<file path="config.mk">
export PLATFORM = sky130hd
export DESIGN_NAME = mem_port_arbiter_flat
export DESIGN_NICKNAME = d
export VERILOG_FILES = /design/src/rtl/mem_port_arbiter_if.sv /design/src/rtl/mem_port_arbiter.sv /design/src/flat_wrapper.sv
export SDC_FILE = /design/constraint.sdc
export NUM_CORES = 1
export LEC_CHECK = 0
export ABC_AREA = 1
export BUFFER_PORTS_ARGS = -buffer_cell sky130_fd_sc_hd__buf_2
export CORE_MARGIN = 1
export CORE_UTILIZATION = 45
export DETAILED_ROUTE_END_ITERATION = 16
export PLACE_DENSITY = 0.78
export SLEW_MARGIN = 0
export SYNTH_ARGS = -nofsm -noshare
export SYNTH_HDL_FRONTEND = slang
export SYNTH_SLANG_ARGS = --single-unit
</file>
<file path="constraint.sdc">
create_clock -name clk -period 6.15 [get_ports clk]
set_input_delay 1.5375 -clock clk [delete_from_list [all_inputs] [get_ports clk]]
set_output_delay 1.5375 -clock clk [all_outputs]
set_load 0.05 [all_outputs]
</file>
<file path="src/rtl/mem_port_arbiter_if.sv">
// Bundle of the fetch, load/store and memory-side channels around the shared port.
// master is the arbiter's view; slave is the view of the requesters plus memory.
interface mem_port_arbiter_if #(
  parameter int ADDR_W = 32,
  parameter int DATA_W = 32
);
  localparam int MASK_W = DATA_W / 8;

  logic              if_req_valid;
  logic              if_req_ready;
  logic [ADDR_W-1:0] if_req_addr;
  logic              if_resp_valid;
  logic [DATA_W-1:0] if_resp_data;

  logic              dm_req_valid;
  logic              dm_req_ready;
  logic [ADDR_W-1:0] dm_req_addr;
  logic              dm_req_write;
  logic [DATA_W-1:0] dm_req_wdata;
  logic [MASK_W-1:0] dm_req_wmask;
  logic              dm_resp_valid;
  logic [DATA_W-1:0] dm_resp_data;

  logic              mem_req_valid;
  logic              mem_req_ready;
  logic [ADDR_W-1:0] mem_req_addr;
  logic              mem_req_write;
  logic [DATA_W-1:0] mem_req_wdata;
  logic [MASK_W-1:0] mem_req_wmask;
  logic              mem_resp_valid;
  logic [DATA_W-1:0] mem_resp_data;

  modport master (
    input  if_req_valid, if_req_addr,
    input  dm_req_valid, dm_req_addr, dm_req_write, dm_req_wdata, dm_req_wmask,
    input  mem_req_ready, mem_resp_valid, mem_resp_data,
    output if_req_ready, if_resp_valid, if_resp_data,
    output dm_req_ready, dm_resp_valid, dm_resp_data,
    output mem_req_valid, mem_req_addr, mem_req_write, mem_req_wdata, mem_req_wmask
  );

  modport slave (
    output if_req_valid, if_req_addr,
    output dm_req_valid, dm_req_addr, dm_req_write, dm_req_wdata, dm_req_wmask,
    output mem_req_ready, mem_resp_valid, mem_resp_data,
    input  if_req_ready, if_resp_valid, if_resp_data,
    input  dm_req_ready, dm_resp_valid, dm_resp_data,
    input  mem_req_valid, mem_req_addr, mem_req_write, mem_req_wdata, mem_req_wmask
  );
endinterface

</file>
<file path="src/rtl/mem_port_arbiter.sv">
// Single-outstanding arbiter sharing one memory port between fetch and load/store.
// Load/store wins contention until MAX_STREAK back-to-back contested wins, then fetch goes.
module mem_port_arbiter #(
  parameter int ADDR_W     = 32,
  parameter int DATA_W     = 32,
  parameter int MAX_STREAK = 4
) (
  input  logic               clk,
  input  logic               rst,
  mem_port_arbiter_if.master bus
);
  localparam int MASK_W = DATA_W / 8;
  localparam int STRK_W = $clog2(MAX_STREAK + 1);
  localparam logic [STRK_W-1:0] STREAK_LIM = STRK_W'(MAX_STREAK);

  typedef enum logic [1:0] {IDLE, REQ, WAIT} state_t;
  typedef enum logic {OWN_IF, OWN_DM} owner_t;

  typedef struct packed {
    logic [ADDR_W-1:0] addr;
    logic              write;
    logic [DATA_W-1:0] wdata;
    logic [MASK_W-1:0] wmask;
  } mem_req_t;

  state_t            state_q, state_d;
  owner_t            owner_q, owner_d;
  mem_req_t          req_q, req_d;
  logic [STRK_W-1:0] streak_q, streak_d;
  logic              streak_full, grant_if, grant_dm, resp_fire;
  logic              if_resp_valid_q, dm_resp_valid_q;
  logic [DATA_W-1:0] if_resp_data_q, dm_resp_data_q;

  // Fetch wins only when alone or when load/store has used up its streak.
  assign streak_full = (streak_q == STREAK_LIM);
  assign grant_if    = bus.if_req_valid && (!bus.dm_req_valid || streak_full);
  assign grant_dm    = bus.dm_req_valid && !grant_if;

  always_comb begin
    state_d          = state_q;
    owner_d          = owner_q;
    req_d            = req_q;
    streak_d         = streak_q;
    resp_fire        = 1'b0;
    bus.if_req_ready = 1'b0;
    bus.dm_req_ready = 1'b0;
    case (state_q)
      IDLE: begin
        if (grant_if) begin
          bus.if_req_ready = 1'b1;
          owner_d          = OWN_IF;
          req_d            = '{addr: bus.if_req_addr, write: 1'b0, wdata: '0, wmask: '0};
          streak_d         = '0;
          state_d          = REQ;
        end else if (grant_dm) begin
          bus.dm_req_ready = 1'b1;
          owner_d          = OWN_DM;
          req_d            = '{addr: bus.dm_req_addr, write: bus.dm_req_write,
                               wdata: bus.dm_req_wdata, wmask: bus.dm_req_wmask};
          if (bus.if_req_valid && !streak_full) streak_d = streak_q + STRK_W'(1);
          state_d          = REQ;
        end
      end
      REQ: begin
        if (bus.mem_req_ready) state_d = WAIT;
      end
      WAIT: begin
        if (bus.mem_resp_valid) begin
          resp_fire = 1'b1;
          state_d   = IDLE;
        end
      end
      default: state_d = IDLE;
    endcase
  end

  always_ff @(posedge clk or posedge rst) begin
    if (rst) begin
      state_q  <= IDLE;
      owner_q  <= OWN_IF;
      req_q    <= '0;
      streak_q <= '0;
    end else begin
      state_q  <= state_d;
      owner_q  <= owner_d;
      req_q    <= req_d;
      streak_q <= streak_d;
    end
  end

  // Responses are registered so the requester sees a clean one-cycle pulse.
  always_ff @(posedge clk or posedge rst) begin
    if (rst) begin
      if_resp_valid_q <= 1'b0;
      dm_resp_valid_q <= 1'b0;
      if_resp_data_q  <= '0;
      dm_resp_data_q  <= '0;
    end else begin
      if_resp_valid_q <= resp_fire && (owner_q == OWN_IF);
      dm_resp_valid_q <= resp_fire && (owner_q == OWN_DM);
      if (resp_fire && owner_q == OWN_IF) if_resp_data_q <= bus.mem_resp_data;
      if (resp_fire && owner_q == OWN_DM) dm_resp_data_q <= req_q.write ? '0 : bus.mem_resp_data;
    end
  end

  assign bus.mem_req_valid = (state_q == REQ);
  assign bus.mem_req_addr  = req_q.addr;
  assign bus.mem_req_write = req_q.write;
  assign bus.mem_req_wdata = req_q.wdata;
  assign bus.mem_req_wmask = req_q.wmask;
  assign bus.if_resp_valid = if_resp_valid_q;
  assign bus.if_resp_data  = if_resp_data_q;
  assign bus.dm_resp_valid = dm_resp_valid_q;
  assign bus.dm_resp_data  = dm_resp_data_q;

  a_ready_excl: assert property (@(posedge clk) disable iff (rst)
    !(bus.if_req_ready && bus.dm_req_ready));
  a_resp_excl: assert property (@(posedge clk) disable iff (rst)
    !(bus.if_resp_valid && bus.dm_resp_valid));
endmodule

</file>
<file path="src/flat_wrapper.sv">
// flat-port wrapper written by rule: the top's interface ports become plain ports
module mem_port_arbiter_flat 
#(
  parameter int ADDR_W     = 32,
  parameter int DATA_W     = 32,
  parameter int MAX_STREAK = 4
)
  (clk, rst, bus_if_req_valid, bus_if_req_addr, bus_dm_req_valid, bus_dm_req_addr, bus_dm_req_write, bus_dm_req_wdata, bus_dm_req_wmask, bus_mem_req_ready, bus_mem_resp_valid, bus_mem_resp_data, bus_if_req_ready, bus_if_resp_valid, bus_if_resp_data, bus_dm_req_ready, bus_dm_resp_valid, bus_dm_resp_data, bus_mem_req_valid, bus_mem_req_addr, bus_mem_req_write, bus_mem_req_wdata, bus_mem_req_wmask);
  mem_port_arbiter_if #(.ADDR_W(ADDR_W), .DATA_W(DATA_W)) bus_i ();
  input  logic clk;
  input  logic rst;
  input wire logic [$bits(bus_i.if_req_valid)-1:0] bus_if_req_valid;
  input wire logic [$bits(bus_i.if_req_addr)-1:0] bus_if_req_addr;
  input wire logic [$bits(bus_i.dm_req_valid)-1:0] bus_dm_req_valid;
  input wire logic [$bits(bus_i.dm_req_addr)-1:0] bus_dm_req_addr;
  input wire logic [$bits(bus_i.dm_req_write)-1:0] bus_dm_req_write;
  input wire logic [$bits(bus_i.dm_req_wdata)-1:0] bus_dm_req_wdata;
  input wire logic [$bits(bus_i.dm_req_wmask)-1:0] bus_dm_req_wmask;
  input wire logic [$bits(bus_i.mem_req_ready)-1:0] bus_mem_req_ready;
  input wire logic [$bits(bus_i.mem_resp_valid)-1:0] bus_mem_resp_valid;
  input wire logic [$bits(bus_i.mem_resp_data)-1:0] bus_mem_resp_data;
  output wire logic [$bits(bus_i.if_req_ready)-1:0] bus_if_req_ready;
  output wire logic [$bits(bus_i.if_resp_valid)-1:0] bus_if_resp_valid;
  output wire logic [$bits(bus_i.if_resp_data)-1:0] bus_if_resp_data;
  output wire logic [$bits(bus_i.dm_req_ready)-1:0] bus_dm_req_ready;
  output wire logic [$bits(bus_i.dm_resp_valid)-1:0] bus_dm_resp_valid;
  output wire logic [$bits(bus_i.dm_resp_data)-1:0] bus_dm_resp_data;
  output wire logic [$bits(bus_i.mem_req_valid)-1:0] bus_mem_req_valid;
  output wire logic [$bits(bus_i.mem_req_addr)-1:0] bus_mem_req_addr;
  output wire logic [$bits(bus_i.mem_req_write)-1:0] bus_mem_req_write;
  output wire logic [$bits(bus_i.mem_req_wdata)-1:0] bus_mem_req_wdata;
  output wire logic [$bits(bus_i.mem_req_wmask)-1:0] bus_mem_req_wmask;
  assign bus_i.if_req_valid = bus_if_req_valid;
  assign bus_i.if_req_addr = bus_if_req_addr;
  assign bus_i.dm_req_valid = bus_dm_req_valid;
  assign bus_i.dm_req_addr = bus_dm_req_addr;
  assign bus_i.dm_req_write = bus_dm_req_write;
  assign bus_i.dm_req_wdata = bus_dm_req_wdata;
  assign bus_i.dm_req_wmask = bus_dm_req_wmask;
  assign bus_i.mem_req_ready = bus_mem_req_ready;
  assign bus_i.mem_resp_valid = bus_mem_resp_valid;
  assign bus_i.mem_resp_data = bus_mem_resp_data;
  assign bus_if_req_ready = bus_i.if_req_ready;
  assign bus_if_resp_valid = bus_i.if_resp_valid;
  assign bus_if_resp_data = bus_i.if_resp_data;
  assign bus_dm_req_ready = bus_i.dm_req_ready;
  assign bus_dm_resp_valid = bus_i.dm_resp_valid;
  assign bus_dm_resp_data = bus_i.dm_resp_data;
  assign bus_mem_req_valid = bus_i.mem_req_valid;
  assign bus_mem_req_addr = bus_i.mem_req_addr;
  assign bus_mem_req_write = bus_i.mem_req_write;
  assign bus_mem_req_wdata = bus_i.mem_req_wdata;
  assign bus_mem_req_wmask = bus_i.mem_req_wmask;
  mem_port_arbiter #(.ADDR_W(ADDR_W), .DATA_W(DATA_W), .MAX_STREAK(MAX_STREAK)) u_core (.clk(clk), .rst(rst), .bus(bus_i));
endmodule
</file>
# == Word-level counts from Yosys, hierarchy flattened ==
# Index checks and enable logic that the tools add are counted.
# op_classes
n_addsub,1
eq_ne,6
n_bitwise,1
reduce_logical,15
n_mux,20
# ops
op,n
69-bit two-way mux,2
32-bit two-way mux,1
1-bit two-way mux,9
3-bit two-way mux,3
2-bit two-way mux,4
2-bit one-hot mux with 3 select lines,1
3-bit AND reduction,2
1-bit logical AND,5
2-bit != test (second input constant),2
2-bit nonzero test,2
3-bit by 1-bit adder with 3-bit output (second input constant),1
3-bit equality test (second input constant),1
1-bit zero test,3
3-bit by 1-bit != test with 1-bit output (second input constant),1
2-bit by 1-bit equality test with 1-bit output (second input constant),1
2-bit equality test (second input constant),1
2-bit zero test,1
2-bit AND reduction,1
1-bit logical OR,1
1-bit inverter,1
# word_totals
output_inout_bits,138
in_bits,139
elab_cells,54
reg_bits,141

# == Longest topological paths before layout ==
# logic_depth
word_depth,8
depth_mapped,11
depth_no_buf,9

# == Least setup slack after synthesis ==
# Ideal clock, no wire load.
# synth_path
path_kind,input port to output port
startpoint,input bus_if_req_valid
endpoint,output bus_if_req_ready
slack_ps,1996
path_buffers,2
arrival_time_ps,2617
stages,4
required_time_ps,4612
cell_sequence,buf_4 nand2_2 buf_2 nor2_1
# synth_via
elab_chain_cells,3
# synth_lines
element,line_no,text
from (decl),flat_wrapper.sv:12,input wire logic [$bits(bus_i.if_req_valid)-1:0] bus_if_req_valid;
1-bit logical AND,mem_port_arbiter.sv:36,assign grant_if = bus.if_req_valid && (!bus.dm_req_valid || streak_full);
1-bit two-way mux,mem_port_arbiter.sv:49,if (grant_if) begin
1-bit two-way mux,mem_port_arbiter.sv:47,case (state_q)
to (decl),flat_wrapper.sv:22,output wire logic [$bits(bus_i.if_req_ready)-1:0] bus_if_req_ready;
# Every way passes these cells.

# == Worst setup path in the final report ==
# layout_path
startpoint,input bus_if_req_valid
endpoint,output bus_dm_req_ready
# layout_via
elab_chain_cells,6
# layout_lines
element,line_no,text
1-bit logical AND *,mem_port_arbiter.sv:36,
1-bit zero test,mem_port_arbiter.sv:37,assign grant_dm = bus.dm_req_valid && !grant_if;
1-bit logical AND,mem_port_arbiter.sv:37,
1-bit two-way mux,mem_port_arbiter.sv:55,end else if (grant_dm) begin
1-bit two-way mux *,mem_port_arbiter.sv:49,
1-bit two-way mux *,mem_port_arbiter.sv:47,
to (decl),flat_wrapper.sv:25,output wire logic [$bits(bus_i.dm_req_ready)-1:0] bus_dm_req_ready;
# Mark *: on every way between the ends. The rest lies on a longest branch, timed or not.

==> results.py <==
metrics = {
    "run_status": {
        "status": "completed",
    },
    "sta": {
        "finalWorstSetupSlack_ns": 1.383,
        "tns_ns": 0,
        "period_share": 0.7751,
        "hold_ws_ns": 0.4719,
        "finalClockSkew_ns": 0.01549,
        "timing_hold_violations_final": 0,
        "finalSetupViolations": 0,
        "rsz0062_at_grt": "no",
        "fmax_mhz": 209.8,
        "min_period_ns": 4.767,
        "final_max_slew_viol_count": 0,
        "slew_headroom": 0.2638,
        "tightestPinTransition_ns": 1.103,
    },
    "final_layout": {
        "final_cell_count_no_fill": 1192,
        "finish.net_count": 1149,
        "areaGrowthSynthToFinish_pct": 34.28,
        "n_fill_cell": 1154,
        "layout_common_cells": "373 x nand2_1, 276 x buf_2, 141 x dfrtp_1",
        "n_antenna_cell": 0,
        "final_common_cell": "nand2_1",
        "drive_above_1_share": 0.3147,
    },
    "yosys": {
        "syn_avg_cell_area_sq_um": 8.071,
        "netlist_area_sq_um": 6037,
        "syn_inst": 748,
        "ys_seq_area_frac": 0.5845,
        "syn_nets": 889,
        "ys_ff_latch": 141,
        "ys_warn_count": 0,
        "ys_types": 16,
    },
    "worst_setup_path": {
        "crit_fanout": 38,
        "cp-start-kind": "input port",
        "rr_startpoint": "u_core.state_q[0]",
        "critPathCapture": "bus_dm_req_ready",
        "crit_start": "bus_if_req_valid",
        "regToRegSetupSlack_ns": 3.98,
        "r2r_end": "u_core.state_q[0]",
        "cp.required_ns": 4.61,
        "worstSetupEndpointType": "output port",
        "arrival_ns": 3.23,
        "rr_worst_depth": 7,
        "crit_type": "input port to output port",
    },
    "die": {
        "start_util": 0.4707,
        "fp.dieH_microns": 117.8,
        "die_area_sq_um": 13880,
        "die_w_microns": 117.8,
        "io_pins": 277,
        "placeableCoreArea_sq_um": 12820,
        "rows": 41,
    },
    "power_and_ir_drop": {
        "seq_power_share": 0.289,
        "switchingPower_mw": 2.836,
        "switching_share": 0.5190,
        "p_per_area_nw_per_um2": 674.0,
        "p_int_mw": 2.628,
        "max-vdd-ir-drop_v": 0.0003500,
        "p_clk_frac": 0.200,
        "comb_power_share": 0.511,
        "p_leak_nw": 4.966,
        "power.total_mw": 5.464,
    },
    "global_route": {
        "grt.total_usage": 0.2375,
        "antenna_found_initial": 1,
        "grt_pass1_vias": 5403,
        "grt-ovfl-total": 0,
        "grt_pass1_wl_mm": 26.16,
        "grt_start_max_net_pins": 95,
    },
    "placement": {
        "io_buffers": 276,
        "dp_worst_setup_slack_ns": 1.394,
        "dp_cells": 1161,
        "place.gp.congestion": 0.8219,
        "hpwl_mm": 10.72,
    },
    "cts": {
        "cts_resized": 0,
        "h-tree-depth": 4,
        "cts-root-buf": "clkbuf_16",
        "cts_made_buffers": 17,
        "clkTransAtPathRegs_ns": 0.06,
        "holdBufCountCts": 0,
        "cts_setup_buffers": 0,
        "clock_sinks": 141,
        "clock_latency_ns": 0.41,
        "clk_path_buf_depth": 2,
        "cts_tree": "built",
    },
    "routing": {
        "totalWireLength_mm": 15.65,
        "first_iter_violations": 444,
        "viasPerCell": 4.706,
        "routedWlPerCell_microns": 13.13,
        "route.detailed.drc": 0,
        "ant_nets": 0,
        "dr.pass1.iters": 4,
        "num_vias": 5610,
    },
    "flow_run": {
        "maxCapViolations": 0,
    },
    "hold_path": {
        "hold_start": "u_core.bus.if_resp_data[4]",
        "hold_path_class": "register to register",
    },
}
-- registers in the layout, summed over array words and instances, names as in the netlist --
name	count
u_core.bus.dm_resp_data	32
u_core.bus.mem_req_wmask	4
u_core.bus.dm_resp_valid	1
u_core.owner_q	1
u_core.state_q	2
u_core.bus.if_resp_data	32
u_core.bus.mem_req_write	1
u_core.bus.if_resp_valid	1
u_core.streak_q	3
u_core.bus.mem_req_wdata	32
u_core.bus.mem_req_addr	32
-- synth_stat cells, drive strengths merged --
cell type	instances	area, sq um
nand2	375	1413
nand3	69	345.3
buf	24	141.4
xor2	1	8.760
o21ai	37	185.2
o31ai	1	7.510
nor2	5	33.78
inv	77	289.0
ha	2	25.02
dfrtp	141	3528
clkbuf	16	60.06
-- worst min-delay path by stage --
stage          cells past startpoint                            to
6_report                           2    u_core.bus.if_resp_data[4]
5_1_grt                            2   u_core.bus.if_resp_data[28]
4_1_cts                            2   u_core.bus.if_resp_data[16]
3_5_place_dp                       2  u_core.bus.mem_req_wdata[16]
3_3_place_gp                       2   u_core.bus.if_resp_data[27]
2_1_floorplan                      1             u_core.state_q[1]
-- critical path, cell delays in order --
cell and delay, ns:
buf_2 0.51, nor2_4 0.06, nor2_4 0.12, nand2_1 0.09
inv_2 0.50, buf_2 0.38
-- area by class of cell --
type | instances | area, sq um | share of cell area
flip-flops and latches | 141 | 3528 | 0.4353
multi-input cells | 490 | 2023 | 0.2496
repair buffers | 281 | 1419 | 0.1750
clock buffers | 18 | 439.2 | 0.05418
inverters | 77 | 294.0 | 0.03627
well taps | 172 | 215.2 | 0.02655
clock inverters | 13 | 187.7 | 0.02315
-- logic make-up (layout without fill, tap and decap cells) --
group	count (synthesis)	in the layout	synth area share
DFF	141	141	0.5845
buffers and inverters	117	389	0.08125
AOI/OAI and AO/OA	38	38	0.03192
adders and majority gates	2	2	0.004144
xor gates and xnor gates	1	1	0.001451
and+or+nand+nor	449	449	0.2968
-- power by group through the flow --
stage                     clock network (mW)  logic, mW  registers [mW]
after global routing                    1.15       2.98            1.63
after CTS                               1.10       2.82            1.58
after detailed placement                   0       2.82            1.58
after floorplan                            0      0.718            3.00
after global placement                     0       2.77            1.58
final                                   1.09       2.79            1.58
-- through the flow --
stage          utilization  instance area [sq um]
2_1_floorplan            -                   6037
3_3_place_gp        0.5832                   7480
3_5_place_dp        0.5832                   7480
4_1_cts             0.6321                   8107
5_1_grt             0.6321                   8107
6_report            0.6321                   8107
-- per-layer routing --
metal  up-vias  GRT usage  wire (microns)
li1       2787          -               -
met1      2541     0.2962            6637
met5         -          0              13
met2       249     0.3967            7464
met4         2    0.09455             393
met3        31    0.05669            1135
Power figures use the tool's default switching activity.
